===== src/rtl/alu_pkg.sv =====
// Shared EX-stage ALU definitions: function codes, ALU select encodings,
// the issue-buffer state type and the default-width buffer entry layout.
package alu_pkg;

  // Decoded ALU function codes from ID (8..15 are illegal).
  localparam logic [3:0] FUNC_ADD = 4'd0;
  localparam logic [3:0] FUNC_SUB = 4'd1;
  localparam logic [3:0] FUNC_SEQ = 4'd2;
  localparam logic [3:0] FUNC_SNE = 4'd3;
  localparam logic [3:0] FUNC_SLT = 4'd4;
  localparam logic [3:0] FUNC_SGT = 4'd5;
  localparam logic [3:0] FUNC_SLE = 4'd6;
  localparam logic [3:0] FUNC_SGE = 4'd7;

  // ALU select vectors {sel4,sel3,sel2,sel1,sel0}; don't-cares driven 0.
  localparam logic [4:0] CTRL_ADD     = 5'b00000;
  localparam logic [4:0] CTRL_SUB     = 5'b11000;
  localparam logic [4:0] CTRL_SEQ     = 5'b10000;
  localparam logic [4:0] CTRL_SNE     = 5'b10001;
  localparam logic [4:0] CTRL_SLT     = 5'b10010;
  localparam logic [4:0] CTRL_SGT     = 5'b10011;
  localparam logic [4:0] CTRL_SLE     = 5'b10100;
  localparam logic [4:0] CTRL_SGE     = 5'b10110;
  localparam logic [4:0] CTRL_ILLEGAL = 5'b00000;

  localparam int ALU_DATA_W = 32;

  // Occupancy of the 2-entry skid buffer.
  typedef enum logic [1:0] {
    BUF_EMPTY = 2'd0,
    BUF_ONE   = 2'd1,
    BUF_TWO   = 2'd2
  } buf_state_t;

  // One buffered beat at the default operand width.
  typedef struct packed {
    logic [ALU_DATA_W-1:0] in1;
    logic [ALU_DATA_W-1:0] in2;
    logic [4:0]            ctrl;
    logic                  illegal;
  } alu_entry_t;

endpackage


===== src/rtl/alu_issue_if.sv =====
// ID -> issue -> EX bundle for the ALU issue stage.
// Handshake: a beat transfers on a rising clk edge where valid & ready are
// both 1; the sender holds valid and payload stable until that edge, and
// ready never depends combinationally on valid of the same channel.
interface alu_issue_if #(
  parameter int DATA_W = 32,
  parameter int IMM_W  = 16,
  parameter int CNT_W  = 16
);
  logic              in_valid;
  logic              in_ready;
  logic [3:0]        in_func;
  logic [DATA_W-1:0] in_a;
  logic [DATA_W-1:0] in_b;
  logic [IMM_W-1:0]  in_imm;
  logic              in_use_imm;
  logic              flush;
  logic              out_valid;
  logic              out_ready;
  logic [DATA_W-1:0] out_in1;
  logic [DATA_W-1:0] out_in2;
  logic [4:0]        out_ctrl;
  logic              out_illegal;
  logic [CNT_W-1:0]  illegal_cnt;

  // Environment side: drives ID beats and EX back-pressure.
  modport master (
    output in_valid, in_func, in_a, in_b, in_imm, in_use_imm, flush, out_ready,
    input  in_ready, out_valid, out_in1, out_in2, out_ctrl, out_illegal, illegal_cnt
  );

  // Issue stage side.
  modport slave (
    input  in_valid, in_func, in_a, in_b, in_imm, in_use_imm, flush, out_ready,
    output in_ready, out_valid, out_in1, out_in2, out_ctrl, out_illegal, illegal_cnt
  );
endinterface


===== src/rtl/alu_func_enc.sv =====
// Maps a 4-bit ALU function code to the ALU select vector and an illegal flag.
module alu_func_enc
  import alu_pkg::*;
(
  input  logic [3:0] func,
  output logic [4:0] ctrl,
  output logic       illegal
);

  // Pure table lookup; codes 8..15 produce a zero select and raise illegal.
  always_comb begin
    ctrl    = CTRL_ILLEGAL;
    illegal = 1'b0;
    case (func)
      FUNC_ADD: ctrl = CTRL_ADD;
      FUNC_SUB: ctrl = CTRL_SUB;
      FUNC_SEQ: ctrl = CTRL_SEQ;
      FUNC_SNE: ctrl = CTRL_SNE;
      FUNC_SLT: ctrl = CTRL_SLT;
      FUNC_SGT: ctrl = CTRL_SGT;
      FUNC_SLE: ctrl = CTRL_SLE;
      FUNC_SGE: ctrl = CTRL_SGE;
      default: begin
        ctrl    = CTRL_ILLEGAL;
        illegal = 1'b1;
      end
    endcase
  end

endmodule


===== src/rtl/alu_issue.sv =====
// ALU issue stage: encodes the function, selects operand 2 and presents the
// beat to EX through a 2-entry skid buffer so in_ready is purely registered.
module alu_issue
  import alu_pkg::*;
#(
  parameter int DATA_W = 32,
  parameter int IMM_W  = 16,
  parameter int CNT_W  = 16
) (
  input  logic       clk,
  input  logic       rst_n,
  alu_issue_if.slave bus,
  output buf_state_t dbg_state
);

  // Same layout as alu_entry_t, sized by this instance's DATA_W.
  typedef struct packed {
    logic [DATA_W-1:0] in1;
    logic [DATA_W-1:0] in2;
    logic [4:0]        ctrl;
    logic              illegal;
  } entry_t;

  buf_state_t       state_q, state_d;
  entry_t           main_q, skid_q, new_entry;
  logic             main_ld, main_from_skid, skid_ld;
  logic             accept, deliver;
  logic [4:0]       enc_ctrl;
  logic             enc_illegal;
  logic [CNT_W-1:0] cnt_q;

  alu_func_enc u_enc (
    .func    (bus.in_func),
    .ctrl    (enc_ctrl),
    .illegal (enc_illegal)
  );

  // Build the final entry before buffering: operand 2 mux and encoding.
  always_comb begin
    new_entry.in1     = bus.in_a;
    new_entry.in2     = bus.in_use_imm
                        ? {{(DATA_W-IMM_W){bus.in_imm[IMM_W-1]}}, bus.in_imm}
                        : bus.in_b;
    new_entry.ctrl    = enc_ctrl;
    new_entry.illegal = enc_illegal;
  end

  assign bus.in_ready    = (state_q != BUF_TWO);
  assign bus.out_valid   = (state_q != BUF_EMPTY);
  assign accept          = bus.in_valid & bus.in_ready;
  assign deliver         = bus.out_valid & bus.out_ready;
  assign bus.out_in1     = main_q.in1;
  assign bus.out_in2     = main_q.in2;
  assign bus.out_ctrl    = main_q.ctrl;
  assign bus.out_illegal = main_q.illegal;
  assign bus.illegal_cnt = cnt_q;
  assign dbg_state       = state_q;

  // Next-state and entry load decisions; flush overrides everything.
  always_comb begin
    state_d        = state_q;
    main_ld        = 1'b0;
    main_from_skid = 1'b0;
    skid_ld        = 1'b0;
    if (bus.flush) begin
      state_d = BUF_EMPTY;
    end else begin
      case (state_q)
        BUF_EMPTY: begin
          if (accept) begin
            state_d = BUF_ONE;
            main_ld = 1'b1;
          end
        end
        BUF_ONE: begin
          if (accept && !deliver) begin
            state_d = BUF_TWO;
            skid_ld = 1'b1;
          end else if (accept && deliver) begin
            state_d = BUF_ONE;
            main_ld = 1'b1;
          end else if (deliver) begin
            state_d = BUF_EMPTY;
          end
        end
        BUF_TWO: begin
          if (deliver) begin
            state_d        = BUF_ONE;
            main_ld        = 1'b1;
            main_from_skid = 1'b1;
          end
        end
        default: state_d = BUF_EMPTY;
      endcase
    end
  end

  // Buffer occupancy register.
  always_ff @(posedge clk or negedge rst_n) begin
    if (!rst_n) state_q <= BUF_EMPTY;
    else        state_q <= state_d;
  end

  // Main and skid payload registers; payload is left as-is when emptied.
  always_ff @(posedge clk or negedge rst_n) begin
    if (!rst_n) begin
      main_q <= '0;
      skid_q <= '0;
    end else begin
      if (main_ld) main_q <= main_from_skid ? skid_q : new_entry;
      if (skid_ld) skid_q <= new_entry;
    end
  end

  // Saturating count of accepted, non-flushed illegal beats.
  always_ff @(posedge clk or negedge rst_n) begin
    if (!rst_n) begin
      cnt_q <= '0;
    end else if (accept && enc_illegal && !bus.flush && (cnt_q != {CNT_W{1'b1}})) begin
      cnt_q <= cnt_q + 1'b1;
    end
  end

endmodule


===== src/flat_wrapper.sv =====
// flat-port wrapper written by rule: the top's interface ports become plain ports
module alu_issue_flat import alu_pkg::*;
#(
  parameter int DATA_W = 32,
  parameter int IMM_W  = 16,
  parameter int CNT_W  = 16
)
  (clk, rst_n, dbg_state, bus_in_valid, bus_in_func, bus_in_a, bus_in_b, bus_in_imm, bus_in_use_imm, bus_flush, bus_out_ready, bus_in_ready, bus_out_valid, bus_out_in1, bus_out_in2, bus_out_ctrl, bus_out_illegal, bus_illegal_cnt);
  alu_issue_if #(.DATA_W(DATA_W), .IMM_W(IMM_W), .CNT_W(CNT_W)) bus_i ();
  input  logic clk;
  input  logic rst_n;
  output buf_state_t dbg_state;
  input wire logic [$bits(bus_i.in_valid)-1:0] bus_in_valid;
  input wire logic [$bits(bus_i.in_func)-1:0] bus_in_func;
  input wire logic [$bits(bus_i.in_a)-1:0] bus_in_a;
  input wire logic [$bits(bus_i.in_b)-1:0] bus_in_b;
  input wire logic [$bits(bus_i.in_imm)-1:0] bus_in_imm;
  input wire logic [$bits(bus_i.in_use_imm)-1:0] bus_in_use_imm;
  input wire logic [$bits(bus_i.flush)-1:0] bus_flush;
  input wire logic [$bits(bus_i.out_ready)-1:0] bus_out_ready;
  output wire logic [$bits(bus_i.in_ready)-1:0] bus_in_ready;
  output wire logic [$bits(bus_i.out_valid)-1:0] bus_out_valid;
  output wire logic [$bits(bus_i.out_in1)-1:0] bus_out_in1;
  output wire logic [$bits(bus_i.out_in2)-1:0] bus_out_in2;
  output wire logic [$bits(bus_i.out_ctrl)-1:0] bus_out_ctrl;
  output wire logic [$bits(bus_i.out_illegal)-1:0] bus_out_illegal;
  output wire logic [$bits(bus_i.illegal_cnt)-1:0] bus_illegal_cnt;
  assign bus_i.in_valid = bus_in_valid;
  assign bus_i.in_func = bus_in_func;
  assign bus_i.in_a = bus_in_a;
  assign bus_i.in_b = bus_in_b;
  assign bus_i.in_imm = bus_in_imm;
  assign bus_i.in_use_imm = bus_in_use_imm;
  assign bus_i.flush = bus_flush;
  assign bus_i.out_ready = bus_out_ready;
  assign bus_in_ready = bus_i.in_ready;
  assign bus_out_valid = bus_i.out_valid;
  assign bus_out_in1 = bus_i.out_in1;
  assign bus_out_in2 = bus_i.out_in2;
  assign bus_out_ctrl = bus_i.out_ctrl;
  assign bus_out_illegal = bus_i.out_illegal;
  assign bus_illegal_cnt = bus_i.illegal_cnt;
  alu_issue #(.DATA_W(DATA_W), .IMM_W(IMM_W), .CNT_W(CNT_W)) u_core (.clk(clk), .rst_n(rst_n), .bus(bus_i), .dbg_state(dbg_state));
endmodule

===== config.mk =====
export PLATFORM = sky130hd
export DESIGN_NAME = alu_issue_flat
export DESIGN_NICKNAME = d
export VERILOG_FILES = /design/src/rtl/alu_pkg.sv /design/src/rtl/alu_issue_if.sv /design/src/rtl/alu_func_enc.sv /design/src/rtl/alu_issue.sv /design/src/flat_wrapper.sv
export SDC_FILE = /design/constraint.sdc
export NUM_CORES = 1
export LEC_CHECK = 0
export ABC_AREA = 1
export CAP_MARGIN = 20
export CELL_PAD_IN_SITES_DETAIL_PLACEMENT = 1
export CELL_PAD_IN_SITES_GLOBAL_PLACEMENT = 2
export CORE_MARGIN = 5
export CORE_UTILIZATION = 32
export CTS_BUF_LIST = sky130_fd_sc_hd__clkbuf_8
export DETAILED_ROUTE_END_ITERATION = 12
export GPL_TIMING_DRIVEN = 0
export PLACE_DENSITY_LB_ADDON = 0.1
export SYNTH_ARGS = -nofsm -noshare
export SYNTH_HDL_FRONTEND = slang
export SYNTH_SLANG_ARGS = --single-unit

===== constraint.sdc =====
create_clock -name clk -period 2.45 [get_ports clk]
set_input_delay 0.245 -clock clk [delete_from_list [all_inputs] [get_ports clk]]
set_output_delay 0.245 -clock clk [all_outputs]
set_load 0.05 [all_outputs]

==> reports/qor.yml <==
clock-skew-final_ns: 0.0253
initialDrtViolationCount: 327
critical_path.endpoint_type: "output port"
synth_top_cell_area_share: 0.504
cp-endpoint: "bus_in_ready"
post_synth_top_flop: "dfrtp_1"
top_usage_layer: "met2"
drive_above_1_share: 0.105
post-synth-top-area-cell: "dfrtp_1"
period_utilisation_layout: 0.890
vias: 7061
finalSetupTns_ns: 0
grt_util_met2: 0.289
io_buffers: 178
tightest_slew_ns: 0.669
fp.dieH_um: 167
initial_core_util: 0.324
netlist_area_um2: 7850
max-clock-path-buffers: 2
min_path_type: "input pin to asynchronous set/reset pin"
stages_on_worst_setup_path: 4
slew_viol_final: 0
grt_max_degree: 84
cts_resized: 0
met1_usage: 0.234
grt_usage: 0.174
placement.setup.worst_slack_ns: 0.394
cts_tree: "built"
design_power_total_mw: 8.34
leakagePower_nw: 5.17
setup-violations-final: 0
synth.cells.most_frequent: "nand2_1 (425), dfrtp_1 (158), inv_1 (126), o21ai_0 (84), o21ai_1 (72)"
layout_overhead_on_the_synthesized_area_pct: 33.0
clock_sink_count: 158
postSynthNetCount: 1115
sequential_element_share_of_the_synthesized_area: 0.504
syn_inst: 1024
fmax_ghz: 0.459
timing.critical_path.max_delay_family: "buffers and inverters"
drv.max_cap_violation_count: 0
grt_first_pass_wirelength_um: 39400
design.core.area_um2: 24200
worst-path-max-fanout: 4
h-tree-depth: 4
r2r_cells: 9
setup.worst_path.start: "u_core.dbg_state[1]"
worst_setup_path_class: "flip-flop to output port"
finalCriticalPeriod_ns: 2.18
dr.pass1.iters: 6
antenna_left: 0
die-area_um2: 27700
clock_root_buffer: "clkbuf_8"
cts.clk_slew.worst_paths_ns: 0.11
critical_path.reg2reg.startpoint: "u_core.bus.illegal_cnt[0]"
first_global_vias: 7463
reg2reg_setup_slack_ns: 0.54
synthesized_flop_and_latch_total: 158
detailed_place_hpwl_um: 17000
data_required_critical_path_ns: 2.20
chipWidth_um: 167
fin_nets: 1314
synth_warnings: 0
avg_cell_area_syn_um2: 7.66
gr-total-overflow: 0
routedWlPerCell_um: 15.2
place_congestion: 0.753
distinct_cell_type_count_of_the_synthesized_netlist: 25
worst_setup_path_start_kind: "flip-flop"
postSynth.asyncResetShare: 1.00
grtUsageMet3: 0.0346
ys_top_cells_by_area: "dfrtp_1 (50%), nand2_1 (20%), inv_1 (6.0%)"
cp_slowest_stage_delay_ns: 0.80
vias_per_cell: 4.53
synth_most_common_cell: "nand2_1"
cts-buffers-inserted: 17
final_critical_path_setup_slack_ns: 0.269
timing_hold_violations_final: 0
io-pin-count: 180
drcViolationCount: 0
timing.critical_path.arrival_ns: 1.94
totalWireLength_um: 23700
grt_setup_unrepaired: "false"
hold_ws_ns: 0.340
maxSlewHeadroom: 0.554
vdd_ir_drop_max_uv: 325
r2r-end: "u_core.bus.illegal_cnt[0]"
worstPathCellList: "inv_2, nor2_2, inv_1, clkdlybuf4s50_1"
cell_type_of_the_slowest_stage_on_the_worst_timing_path: "clkdlybuf4s50_1"
source_to_sink_clock_delay_at_the_later_pin_of_the_worst_skew_pair_ns: 0.47
number_of_antenna_violations_at_the_first_check_in_global_routing: 0
power.density_nw_per_um2: 799
num_antenna_cells: 0
crit_buf_inv: 3
placed_cell_area_um2: 10100
post_synth_edffs: 0
fp-row-count: 57
run_status: "completed"
design_area_um2: 10400
layout by cell type (no fill, tap or decap), drive strengths merged:
master / netlist / routed
ha: 1 / 1
xor2: 4 / 4
clkinv: 0 / 3
o211ai: 1 / 1
nand2: 447 / 447
inv: 129 / 139
nand3b: 1 / 1
o31ai: 1 / 1
a21oi: 1 / 1
clkinvlp: 0 / 2
nand4: 6 / 6
o21ai: 181 / 181
dfrtp: 158 / 158
nand3: 11 / 11
buf: 47 / 49
o22ai: 1 / 1
clkdlybuf4s50: 0 / 177
nor2: 28 / 28
nor3: 2 / 2
dlygate4sd3: 0 / 1
clkbuf: 5 / 22
area by class of cell:
class	instances	area (µm²)
Sequential cell	158	3950
Timing Repair Buffer	180	1820
Clock buffer	17	234
Tap cell	324	405
Clock inverter	15	126
Multi-Input combinational cell	685	3030
Buffer	52	375
Inverter	129	484
Fill cell	2984	13800
cells by family (layout without fill, tap and decap cells):
group	after synthesis	count (layout)	synth area share
AND/OR/NAND/NOR	495	495	0.250
AO/OA/AOI/OAI	185	185	0.131
buffers and inverters	181	393	0.110
flip-flops	158	158	0.504
XOR/XNOR	4	4	0.00447
adder cells (fa/ha/maj)	1	1	0.00159
state kept, by name (all words and copies together) (netlist names):
signal / cells
u_core.bus.out_in1: 32
u_core.skid_q: 70
u_core.bus.illegal_cnt: 16
u_core.bus.out_illegal: 1
u_core.bus.out_ctrl: 5
u_core.bus.out_in2: 32
u_core.dbg_state: 2
metal layers:
layer / wire length (µm) / vias to the layer above
li1: - / 3557
met1: 11400 / 3349
met2: 11100 / 138
met3: 1020 / 17
met4: 223 / 0
met5: 0 / -
worst register-to-register path, cell delays in order (launching register included):
cell     delay, ns
dfrtp_1       0.46
ha_1          0.32
nand3_1       0.16
inv_1         0.05
nand2_1       0.15
nor2_1        0.09
nor2_2        0.17
buf_2         0.29
nand2_1       0.09
nand2_1       0.07
how the worst min path moves through the flow:
stage,slack (ns),startpoint,end,cells after the start
floorplan,-0.05,rst_n,u_core.bus.illegal_cnt[0],0
global placement,0.45,u_core.skid_q[1],u_core.skid_q[1],2
detailed placement,0.30,rst_n,u_core.bus.out_in1[6],1
CTS,0.32,bus_flush,u_core.dbg_state[1],2
global route,0.33,bus_flush,u_core.dbg_state[1],2
finish,0.34,rst_n,u_core.bus.out_in1[6],2
repair_timing:
item | 4_1_cts | 5_1_grt
endpoints found under the setup margin | 0 | 0
hold endpoints to repair | 82 | 0
buffers inserted | 0 | 0
hold buffers | 1 | 0
metrics by stage:
stage	instances	utilization
floorplan	1024	-
global placement	1526	0.414
detailed placement	1527	0.415
CTS	1560	0.430
global route	1560	0.430
finish	1560	0.430
where the power goes:
part	internal [mW]	total (mW)	leakage [nW]	switching [mW]
Combinational	1.01	2.88	3.04	1.88
Clock	0.739	1.90	0.183	1.16
Sequential	3.25	3.56	1.95	0.314
Total	4.99	8.34	5.17	3.35
(Power assumes the default switching activity.)
